`src/rtl/fetch_pkg.sv`:
```
// rtl/fetch_pkg.sv - shared widths and constants for the instruction fetch slice
package fetch_pkg;
  localparam int ADDR_W = 10;
  localparam int INST_W = 32;
  localparam logic [INST_W-1:0] NOP = 32'h0000_0000;
endpackage

```
`src/rtl/fetch_if.sv`:
```
// rtl/fetch_if.sv - fetch unit bus: instruction memory, redirect and core delivery
interface fetch_if #(
  parameter int ADDR_W = fetch_pkg::ADDR_W,
  parameter int DEPTH  = 4
);
  import fetch_pkg::*;
  localparam int CW = $clog2(DEPTH) + 1;

  logic [ADDR_W-1:0] imem_addr;
  logic [INST_W-1:0] imem_q;
  logic              redirect;
  logic [ADDR_W-1:0] redirect_pc;
  logic              inst_valid;
  logic [INST_W-1:0] inst_data;
  logic [ADDR_W-1:0] inst_pc;
  logic              inst_ready;
  logic [CW-1:0]     q_count;

  modport slave (
    output imem_addr, inst_valid, inst_data, inst_pc, q_count,
    input  imem_q, redirect, redirect_pc, inst_ready
  );

  modport master (
    input  imem_addr, inst_valid, inst_data, inst_pc, q_count,
    output imem_q, redirect, redirect_pc, inst_ready
  );
endinterface

```
`src/rtl/fetch_fifo.sv`:
```
// rtl/fetch_fifo.sv - prefetch queue: registered storage, combinational head, flush
module fetch_fifo #(
  parameter int DEPTH  = 4,
  parameter int ADDR_W = fetch_pkg::ADDR_W
) (
  input  logic                                clk,
  input  logic                                rst,
  input  logic                                push_i,
  input  logic [fetch_pkg::INST_W+ADDR_W-1:0] push_data_i,
  input  logic                                pop_i,
  input  logic                                flush_i,
  output logic [$clog2(DEPTH):0]              count_o,
  output logic [fetch_pkg::INST_W+ADDR_W-1:0] head_o
);
  import fetch_pkg::*;
  localparam int PW = $clog2(DEPTH);
  localparam int CW = PW + 1;
  localparam int W  = INST_W + ADDR_W;

  logic [PW-1:0] wr_q, wr_d, rd_q, rd_d;
  logic [CW-1:0] cnt_q, cnt_d;
  logic [W-1:0]  mem_q [DEPTH];

  // DEPTH is a power of two, so pointers wrap by plain overflow
  always_comb begin
    wr_d  = wr_q;
    rd_d  = rd_q;
    cnt_d = cnt_q;
    if (flush_i) begin
      wr_d  = '0;
      rd_d  = '0;
      cnt_d = '0;
    end else begin
      if (push_i) wr_d = wr_q + PW'(1);
      if (pop_i)  rd_d = rd_q + PW'(1);
      cnt_d = cnt_q + CW'(push_i) - CW'(pop_i);
    end
  end

  always_ff @(posedge clk or posedge rst) begin
    if (rst) begin
      wr_q  <= '0;
      rd_q  <= '0;
      cnt_q <= '0;
    end else begin
      wr_q  <= wr_d;
      rd_q  <= rd_d;
      cnt_q <= cnt_d;
    end
  end

  always_ff @(posedge clk) begin
    if (push_i && !flush_i) mem_q[wr_q] <= push_data_i;
  end

  assign head_o  = mem_q[rd_q];
  assign count_o = cnt_q;
endmodule

```
`src/rtl/fetch_unit.sv`:
```
// rtl/fetch_unit.sv - instruction prefetcher: issue control, inflight tag, redirect
module fetch_unit #(
  parameter int DEPTH  = 4,
  parameter int ADDR_W = fetch_pkg::ADDR_W
) (
  input  logic   CLOCK_50,
  input  logic   RESET,
  fetch_if.slave bus
);
  import fetch_pkg::*;
  localparam int CW = $clog2(DEPTH) + 1;

  logic [ADDR_W-1:0]        fpc_q, fpc_d, tag_q, tag_d;
  logic                     infl_q, infl_d;
  logic                     issue, push, pop, valid;
  logic [ADDR_W-1:0]        issue_addr;
  logic [CW-1:0]            count;
  logic [INST_W+ADDR_W-1:0] head;

  assign valid = (count != '0);

  // Redirect wins over both queue ports and always issues its target
  always_comb begin
    pop        = valid && bus.inst_ready && !bus.redirect;
    push       = infl_q && !bus.redirect;
    issue_addr = bus.redirect ? bus.redirect_pc : fpc_q;
    issue      = !RESET && (bus.redirect ||
                 (int'(count) + int'(infl_q) - int'(pop) < DEPTH));
    fpc_d      = fpc_q;
    tag_d      = tag_q;
    infl_d     = issue;
    if (issue) begin
      fpc_d = issue_addr + ADDR_W'(1);
      tag_d = issue_addr;
    end
  end

  always_ff @(posedge CLOCK_50 or posedge RESET) begin
    if (RESET) begin
      fpc_q  <= '0;
      tag_q  <= '0;
      infl_q <= 1'b0;
    end else begin
      fpc_q  <= fpc_d;
      tag_q  <= tag_d;
      infl_q <= infl_d;
    end
  end

  fetch_fifo #(.DEPTH(DEPTH), .ADDR_W(ADDR_W)) u_fifo (
    .clk         (CLOCK_50),
    .rst         (RESET),
    .push_i      (push),
    .push_data_i ({bus.imem_q, tag_q}),
    .pop_i       (pop),
    .flush_i     (bus.redirect),
    .count_o     (count),
    .head_o      (head)
  );

  assign bus.imem_addr  = RESET ? '0 : issue_addr;
  assign bus.inst_valid = valid;
  assign bus.inst_data  = valid ? head[INST_W+ADDR_W-1:ADDR_W] : NOP;
  assign bus.inst_pc    = valid ? head[ADDR_W-1:0] : '0;
  assign bus.q_count    = count;
endmodule
```
`src/flat_wrapper.sv`:
```
// flat-port wrapper written by rule: the top's interface ports become plain ports
module fetch_unit_flat import fetch_pkg::*;
#(
  parameter int DEPTH  = 4,
  parameter int ADDR_W = fetch_pkg::ADDR_W
)
  (CLOCK_50, RESET, bus_imem_addr, bus_inst_valid, bus_inst_data, bus_inst_pc, bus_q_count, bus_imem_q, bus_redirect, bus_redirect_pc, bus_inst_ready);
  fetch_if #(.ADDR_W(ADDR_W), .DEPTH(DEPTH)) bus_i ();
  input  logic CLOCK_50;
  input  logic RESET;
  output wire logic [$bits(bus_i.imem_addr)-1:0] bus_imem_addr;
  output wire logic [$bits(bus_i.inst_valid)-1:0] bus_inst_valid;
  output wire logic [$bits(bus_i.inst_data)-1:0] bus_inst_data;
  output wire logic [$bits(bus_i.inst_pc)-1:0] bus_inst_pc;
  output wire logic [$bits(bus_i.q_count)-1:0] bus_q_count;
  input wire logic [$bits(bus_i.imem_q)-1:0] bus_imem_q;
  input wire logic [$bits(bus_i.redirect)-1:0] bus_redirect;
  input wire logic [$bits(bus_i.redirect_pc)-1:0] bus_redirect_pc;
  input wire logic [$bits(bus_i.inst_ready)-1:0] bus_inst_ready;
  assign bus_imem_addr = bus_i.imem_addr;
  assign bus_inst_valid = bus_i.inst_valid;
  assign bus_inst_data = bus_i.inst_data;
  assign bus_inst_pc = bus_i.inst_pc;
  assign bus_q_count = bus_i.q_count;
  assign bus_i.imem_q = bus_imem_q;
  assign bus_i.redirect = bus_redirect;
  assign bus_i.redirect_pc = bus_redirect_pc;
  assign bus_i.inst_ready = bus_inst_ready;
  fetch_unit #(.DEPTH(DEPTH), .ADDR_W(ADDR_W)) u_core (.CLOCK_50(CLOCK_50), .RESET(RESET), .bus(bus_i));
endmodule
```
`config.mk`:
```
export PLATFORM = sky130hd
export DESIGN_NAME = fetch_unit_flat
export DESIGN_NICKNAME = d
export VERILOG_FILES = /design/src/rtl/fetch_pkg.sv /design/src/rtl/fetch_if.sv /design/src/rtl/fetch_fifo.sv /design/src/rtl/fetch_unit.sv /design/src/flat_wrapper.sv
export SDC_FILE = /design/constraint.sdc
export NUM_CORES = 1
export LEC_CHECK = 0
export ABC_CLOCK_PERIOD_IN_PS = 3800
export BUFFER_PORTS_ARGS = -buffer_cell sky130_fd_sc_hd__buf_2
export CORE_MARGIN = 4
export CORE_UTILIZATION = 61
export CTS_BUF_LIST = sky130_fd_sc_hd__clkbuf_4 sky130_fd_sc_hd__clkbuf_8
export DETAILED_ROUTE_END_ITERATION = 16
export PLACE_DENSITY = 0.8
export RECOVER_POWER = 50
export SETUP_SLACK_MARGIN = 0.5
export SLEW_MARGIN = 30
export SYNTH_ARGS = -nofsm -noshare
export SYNTH_HDL_FRONTEND = slang
export SYNTH_SLANG_ARGS = --single-unit
```
`constraint.sdc`:
```
create_clock -name CLOCK_50 -period 3.8 [get_ports CLOCK_50]
set_input_delay 0.57 -clock CLOCK_50 [delete_from_list [all_inputs] [get_ports CLOCK_50]]
set_output_delay 0.57 -clock CLOCK_50 [all_outputs]
set_load 0.03 [all_outputs]
```
Word-level counts from Yosys, hierarchy flattened
Memories as Yosys holds them, arrays and structs flattened.
Index checks and enable logic that the tools add are counted.
{"block": "totals", "ff_bits": 28, "mem_bits_rw": 168, "inputBits": 46, "mem_count": 1}
{"block": "op_classes", "add_sub_neg": 7, "magnitude_cmp": 1, "muxes": 11, "reduce_logical": 11}
{"memory": "u_core.u_fifo.mem_q", "depth": 4, "width": 42, "read_ports": 1, "rd_ports_with_merged_regs": 0, "wr": 1, "line": "fetch_fifo.sv:22", "rtl": "logic [W-1:0] mem_q [DEPTH];"}
{"operator": "< comparator 32 x 4 -> 1 bit (second input constant)", "n": 1}
{"operator": "two-way mux 32 bit", "n": 1}
{"operator": "subtractor 32 x 2 -> 32 bit", "n": 1}
{"operator": "two-way mux 10 bit", "n": 3}
{"operator": "adder 10 x 1 -> 10 bit (second input constant)", "n": 1}
{"operator": "two-way mux 2 bit", "n": 4}
{"operator": "logical AND 1 bit", "n": 5}
{"operator": "adder 2 x 1 -> 2 bit (second input constant)", "n": 2}
{"operator": "adder 3 x 1 -> 4 bit", "n": 1}
{"operator": "nonzero test 2 bit", "n": 2}
{"operator": "adder 3 x 1 -> 3 bit", "n": 1}
{"operator": "two-way mux 3 bit", "n": 1}
{"operator": "nonzero test 3 bit", "n": 1}
{"operator": "subtractor 3 x 1 -> 3 bit", "n": 1}
{"operator": "zero test 1 bit", "n": 2}
{"operator": "two-way mux 1 bit", "n": 2}
{"operator": "logical OR 1 bit", "n": 1}

Longest topological paths before layout
{"block": "logic_depth", "depth_word": 7, "ltp_mapped": 13, "depth_no_buf": 11}

Hierarchy
Synthesis repeated with hierarchy kept, for this count alone.
{"block": "unflattened", "cells_unflattened": 474, "area_unflattened_um2": 8286.7}
{"mod": "fetch_fifo", "n_inst": 1, "cells_per_inst": 258, "area_each_um2": 6547.5}
{"mod": "fetch_unit", "n_inst": 1, "cells_per_inst": 216, "area_each_um2": 1739.2}

Worst setup path before layout
Ideal clock, no wire load.
{"block": "synth_timing", "path_type": "register -> register", "from": "register u_core.u_fifo.cnt_q[0] (netlist: u_core.u_fifo.count_o[0])", "to": "register u_core.fpc_q[3]", "setup_time_ns": 0.121, "arrival_ns": 2.576, "required_ns": 3.679, "setup_slack_ns": 1.103, "stages_incl_launch_ff": 13, "path_cell_list": "dfrtp_1 > ha_1 > ha_1 > nor3_1 > nand3_1 > nor2_1 > ha_1 > nand2b_1 > a311o_1 > o221ai_2 > buf_2 > o311ai_0 > a22o_1"}
{"block": "synth_via", "elab_chain_len": 7, "word_cells_on_any_way": 8, "classes_between": "add/sub (2); order compare (1); reduce/logical (5)"}
{"element": "start: declaration", "line": "fetch_fifo.sv:21", "rtl": "logic [CW-1:0] cnt_q, cnt_d;"}
{"element": "start signal: assignment", "line": "fetch_fifo.sv:48", "rtl": "cnt_q <= cnt_d;"}
{"element": "branches (longest 3 deep; another with adder 3 x 1 -> 4 bit)"}
{"element": "subtractor 32 x 2 -> 32 bit (*)", "line": "fetch_unit.sv:28", "rtl": "(int'(count) + int'(infl_q) - int'(pop) < DEPTH));"}
{"element": "< comparator 32 x 4 -> 1 bit (*)", "line": "fetch_unit.sv:28"}
{"element": "logical OR 1 bit (*)", "line": "fetch_unit.sv:27", "rtl": "issue = !RESET && (bus.redirect ||"}
{"element": "logical AND 1 bit (*)", "line": "fetch_unit.sv:27"}
{"element": "end signal: assignment", "line": "fetch_unit.sv:44", "rtl": "fpc_q <= fpc_d;"}
{"element": "end: declaration", "line": "fetch_unit.sv:13", "rtl": "logic [ADDR_W-1:0] fpc_q, fpc_d, tag_q, tag_d;"}
Mark *: on every way between the ends.
A chain may end at the register's enable or synchronous reset.

Worst setup path after layout
{"block": "layout_timing", "from": "register u_core.infl_q", "to": "register u_core.fpc_q[3]"}
{"block": "layout_via", "elab_chain_len": 5}
{"element": "start: declaration", "line": "fetch_unit.sv:14", "rtl": "logic infl_q, infl_d;"}
{"element": "start signal: assignment", "line": "fetch_unit.sv:46", "rtl": "infl_q <= infl_d;"}
{"element": "adder 3 x 1 -> 4 bit", "line": "fetch_unit.sv:28"}
{"element": "subtractor 32 x 2 -> 32 bit", "line": "fetch_unit.sv:28"}
{"element": "< comparator 32 x 4 -> 1 bit", "line": "fetch_unit.sv:28"}
{"element": "logical OR 1 bit", "line": "fetch_unit.sv:27"}
{"element": "logical AND 1 bit", "line": "fetch_unit.sv:27"}
No other way between the ends.

==> qor.csv <==
metric,value,unit
outcome,"complete, but fails checks",
failing checks,"max-capacitance violations, max-slew violations",
via count,4481,
detailed placement HPWL,9725,µm
"flops & latches, synth",196,
post-DR wirelength/cell,19.87,µm
Clock Pin Slew Worst Setup and Hold Paths,90,ps
setup bufs post-CTS,0,
Ys Warns,0,
clock power share,0.192,
net switching power,2.358,mW
maximum vdd ir drop,0.6622,mV
Initial DRC Count,269,
switch share,0.3609,
H-tree depth,4,
fin nets,643,
adder-cell share of the synthesized area,0.01919,
num rows,42,
Mean Syn Cell Area,17.15,µm²
fin. max-slew vios,29,
synthesis-to-finish area growth,12.72,%
gr usage total,0.2124,
vias in the first global route,4556,
Reg power frac,0.460,
hold crit path type,input port to flip-flop,
Slew HR,-0.01389,
hold path start,bus_imem_q[29],
Clock Path Buffers,2,
simple-gate share of the synthesized area,0.08241,
final WL,15380,µm
Port Buf Inserts,101,
Crit. End Element,flip-flop,
Comb pwr share,0.348,
largest family of logic cells by synthesized area,multiplexers,
initial antenna violation count,0,
P_int,4.177,mW
cell area after synthesis,8214,µm²
Vias/cell,5.789,
Final setup viols,0,
proportion of layout cells with a drive suffix above 1,0.2742,
GP Congestion,0.8525,
final clock skew,12.33,ps
root buffer cell,clkbuf_8,
Synth Area in Compound Gates,0.04128,
max-cap violation count,1,
Power Density,705.8,nW/µm²
Overflow after GRT,0,
Chip Width,124.0,µm
Post-synth EDFFs,168,
count of cell types in the netlist,51,
Slew @ Worst Pin,1521,ps
data arrival time of the critical path,3420,ps
Cells after Synth,479,
Boundary Pins,102,
clock sinks,196,
CP Launch Type,flip-flop,
CORE AREA,13190,µm²
leakage power,3.309,nW
end of the worst hold path,u_core.u_fifo.mem_q[3][39],
async set or reset register ratio after synthesis,0.1429,
post-synthesis mux area share,0.1276,
Residual DRC,0,
total die area,15390,µm²
Clock Latency Late Sink,460,ps
largest net degree at the start of global routing,47,
reg2reg start,u_core.infl_q,
CTS buffer count,17,
fmax,326.3,MHz
Worst R2R Path Depth,10,
endpoints failing hold,0,
1st-pass router iterations,5,
maximum fanout along the worst path,14,
prevailing post-synth register cell,edfxtp_1,
antenna-violating nets left,0,
CP Class,flip-flop to flip-flop,
crit path time final,3064,ps
Initial Utilization,0.6227,
Synth Area in XOR/XNOR,0.007464,
CP startpoint,u_core.infl_q,
Synthesized Nets,537,
register area share after synthesis,0.6995,
global-route wire length before repair,23870,µm
CTS tree,built,
Fin Setup TNS,0,ps
n_diodes,0,
RSZ-0062 raised after global routing,no,
"Req. time, crit path",4150,ps
Worst R2R Setup Slack,740,ps
r2r endpoint,u_core.fpc_q[3],
fill count,878,
hold depth,1,
hold slack final,365.8,ps
die height,124.0,µm
CTS resizes,0,
fin crit share,0.8064,
## kinds of logic (layout without fill, tap and decap cells)
| kind of cell | count (synthesis) | in the layout |
|---|---|---|
| AO/OA/AOI/OAI | 48 | 49 |
| adder cells (fa/ha/maj) | 12 | 12 |
| XOR/XNOR | 7 | 7 |
| buffers and inverters | 41 | 159 |
| AND/OR/NAND/NOR | 123 | 123 |
| multiplexers | 52 | 52 |
| flip-flops | 196 | 196 |
## power by group through the flow
stage	clock network (mW)	registers (mW)	logic (mW)
3_5_place_dp	0	3.06	2.30
3_3_place_gp	0	3.02	2.25
6_report	1.25	3.01	2.27
4_1_cts	1.28	3.01	2.31
5_1_grt	1.38	3.06	2.45
2_1_floorplan	0	2.95	1.71
## how the worst max path moves through the flow
| stage | depth (start not counted) | end |
|---|---|---|
| 2_1_floorplan | 12 | u_core.fpc_q[3] |
| 5_1_grt | 10 | u_core.fpc_q[3] |
| 4_1_cts | 4 | bus_inst_data[2] |
| 6_report | 10 | u_core.fpc_q[3] |
| 3_3_place_gp | 10 | u_core.fpc_q[3] |
| 3_5_place_dp | 10 | u_core.fpc_q[3] |
## metrics by stage
| stage | worst slack, ps | power [mW] | cell area, µm² | utilization | std cells |
|---|---|---|---|---|---|
| 2_1_floorplan | 1103 | 4.662 | 8214 | - | 479 |
| 3_3_place_gp | 632.6 | 5.273 | 8914 | 0.6758 | 741 |
| 3_5_place_dp | 754.6 | 5.357 | 8925 | 0.6766 | 741 |
| 4_1_cts | 659.7 | 6.600 | 9299 | 0.7050 | 773 |
| 5_1_grt | 507.8 | 6.889 | 9259 | 0.7020 | 774 |
| 6_report | 735.6 | 6.535 | 9259 | 0.7020 | 774 |
## worst max-delay path: stages, from the launching register on
cell and delay, ps:
dfrtp_1 440, ha_1 220, ha_1 270, nor3_1 220, nand3_1 250, nor2_1 200
ha_1 170, nand3_1 200, o221ai_4 480, o311ai_0 230, a22o_1 270
## routing by layer
layer  GRT usage  vias to the layer above  share of wire
li1            -                     2067              -
met1      0.2801                     2281           0.42
met2      0.3611                      119           0.52
met3     0.04133                       14          0.048
met4     0.06845                        0          0.012
met5           0                        -              0
## cell type report
type	instances	area, µm²	area share
Sequential cell	196	5748	0.6208
Multi-Input combinational cell	243	2312	0.2497
Timing Repair Buffer	112	548.0	0.05919
Clock buffer	17	234.0	0.02527
Tap cell	176	220.2	0.02378
Clock inverter	15	140.1	0.01514
Inverter	15	56.30	0.006081
## repair_timing
item	4_1_cts	5_1_grt
endpoints found under the setup margin	0	1
hold endpoints to repair	0	0
hold buffers	0	0
## cell usage in the layout, fill, tap and decap left out, drive strengths merged, types with 3 or more instances in the layout
master,instances
edfxtp,168
buf,74
clkbuf,55
and2,46
mux4,42
nor2,33
dfrtp,28
a21oi,19
inv,16
ha,11
nand2,10
clkinv,10
nand3,8
mux2i,8
nand4,6
xor2,5
nor3,4
a21boi,4
nor2b,4
o21ai,4
nand2b,3
a31o,3
nand3b,3
## sequential cells by signal, summed over array words and instances, names as in the netlist
signal	cells
u_core.u_fifo.mem_q	168
u_core.fpc_q	10
u_core.tag_q	10
u_core.u_fifo.count_o	3
u_core.u_fifo.rd_q	2
u_core.u_fifo.wr_q	2
u_core.infl_q	1
## cells in the mapped netlist, types with 3 or more instances
master,n,share of area
inv_1,15,0.0069
clkbuf_1,15,0.0069
mux4_2,42,0.12
dfrtp_1,28,0.085
edfxtp_1,168,0.61
a31o_2,3,0.0032
nor2b_1,4,0.0030
a21oi_1,18,0.011
nand3b_1,3,0.0027
nand4_1,5,0.0038
nor3_1,4,0.0024
nand3_1,8,0.0049
ha_1,11,0.017
buf_2,8,0.0049
nand2_1,10,0.0046
mux2i_1,8,0.0097
a21boi_0,4,0.0037
nand2b_1,3,0.0023
and2_1,46,0.035
xor2_1,5,0.0053
nor2_1,33,0.015
o21ai_0,3,0.0018
Note: power is estimated with default switching activity, not from simulation.
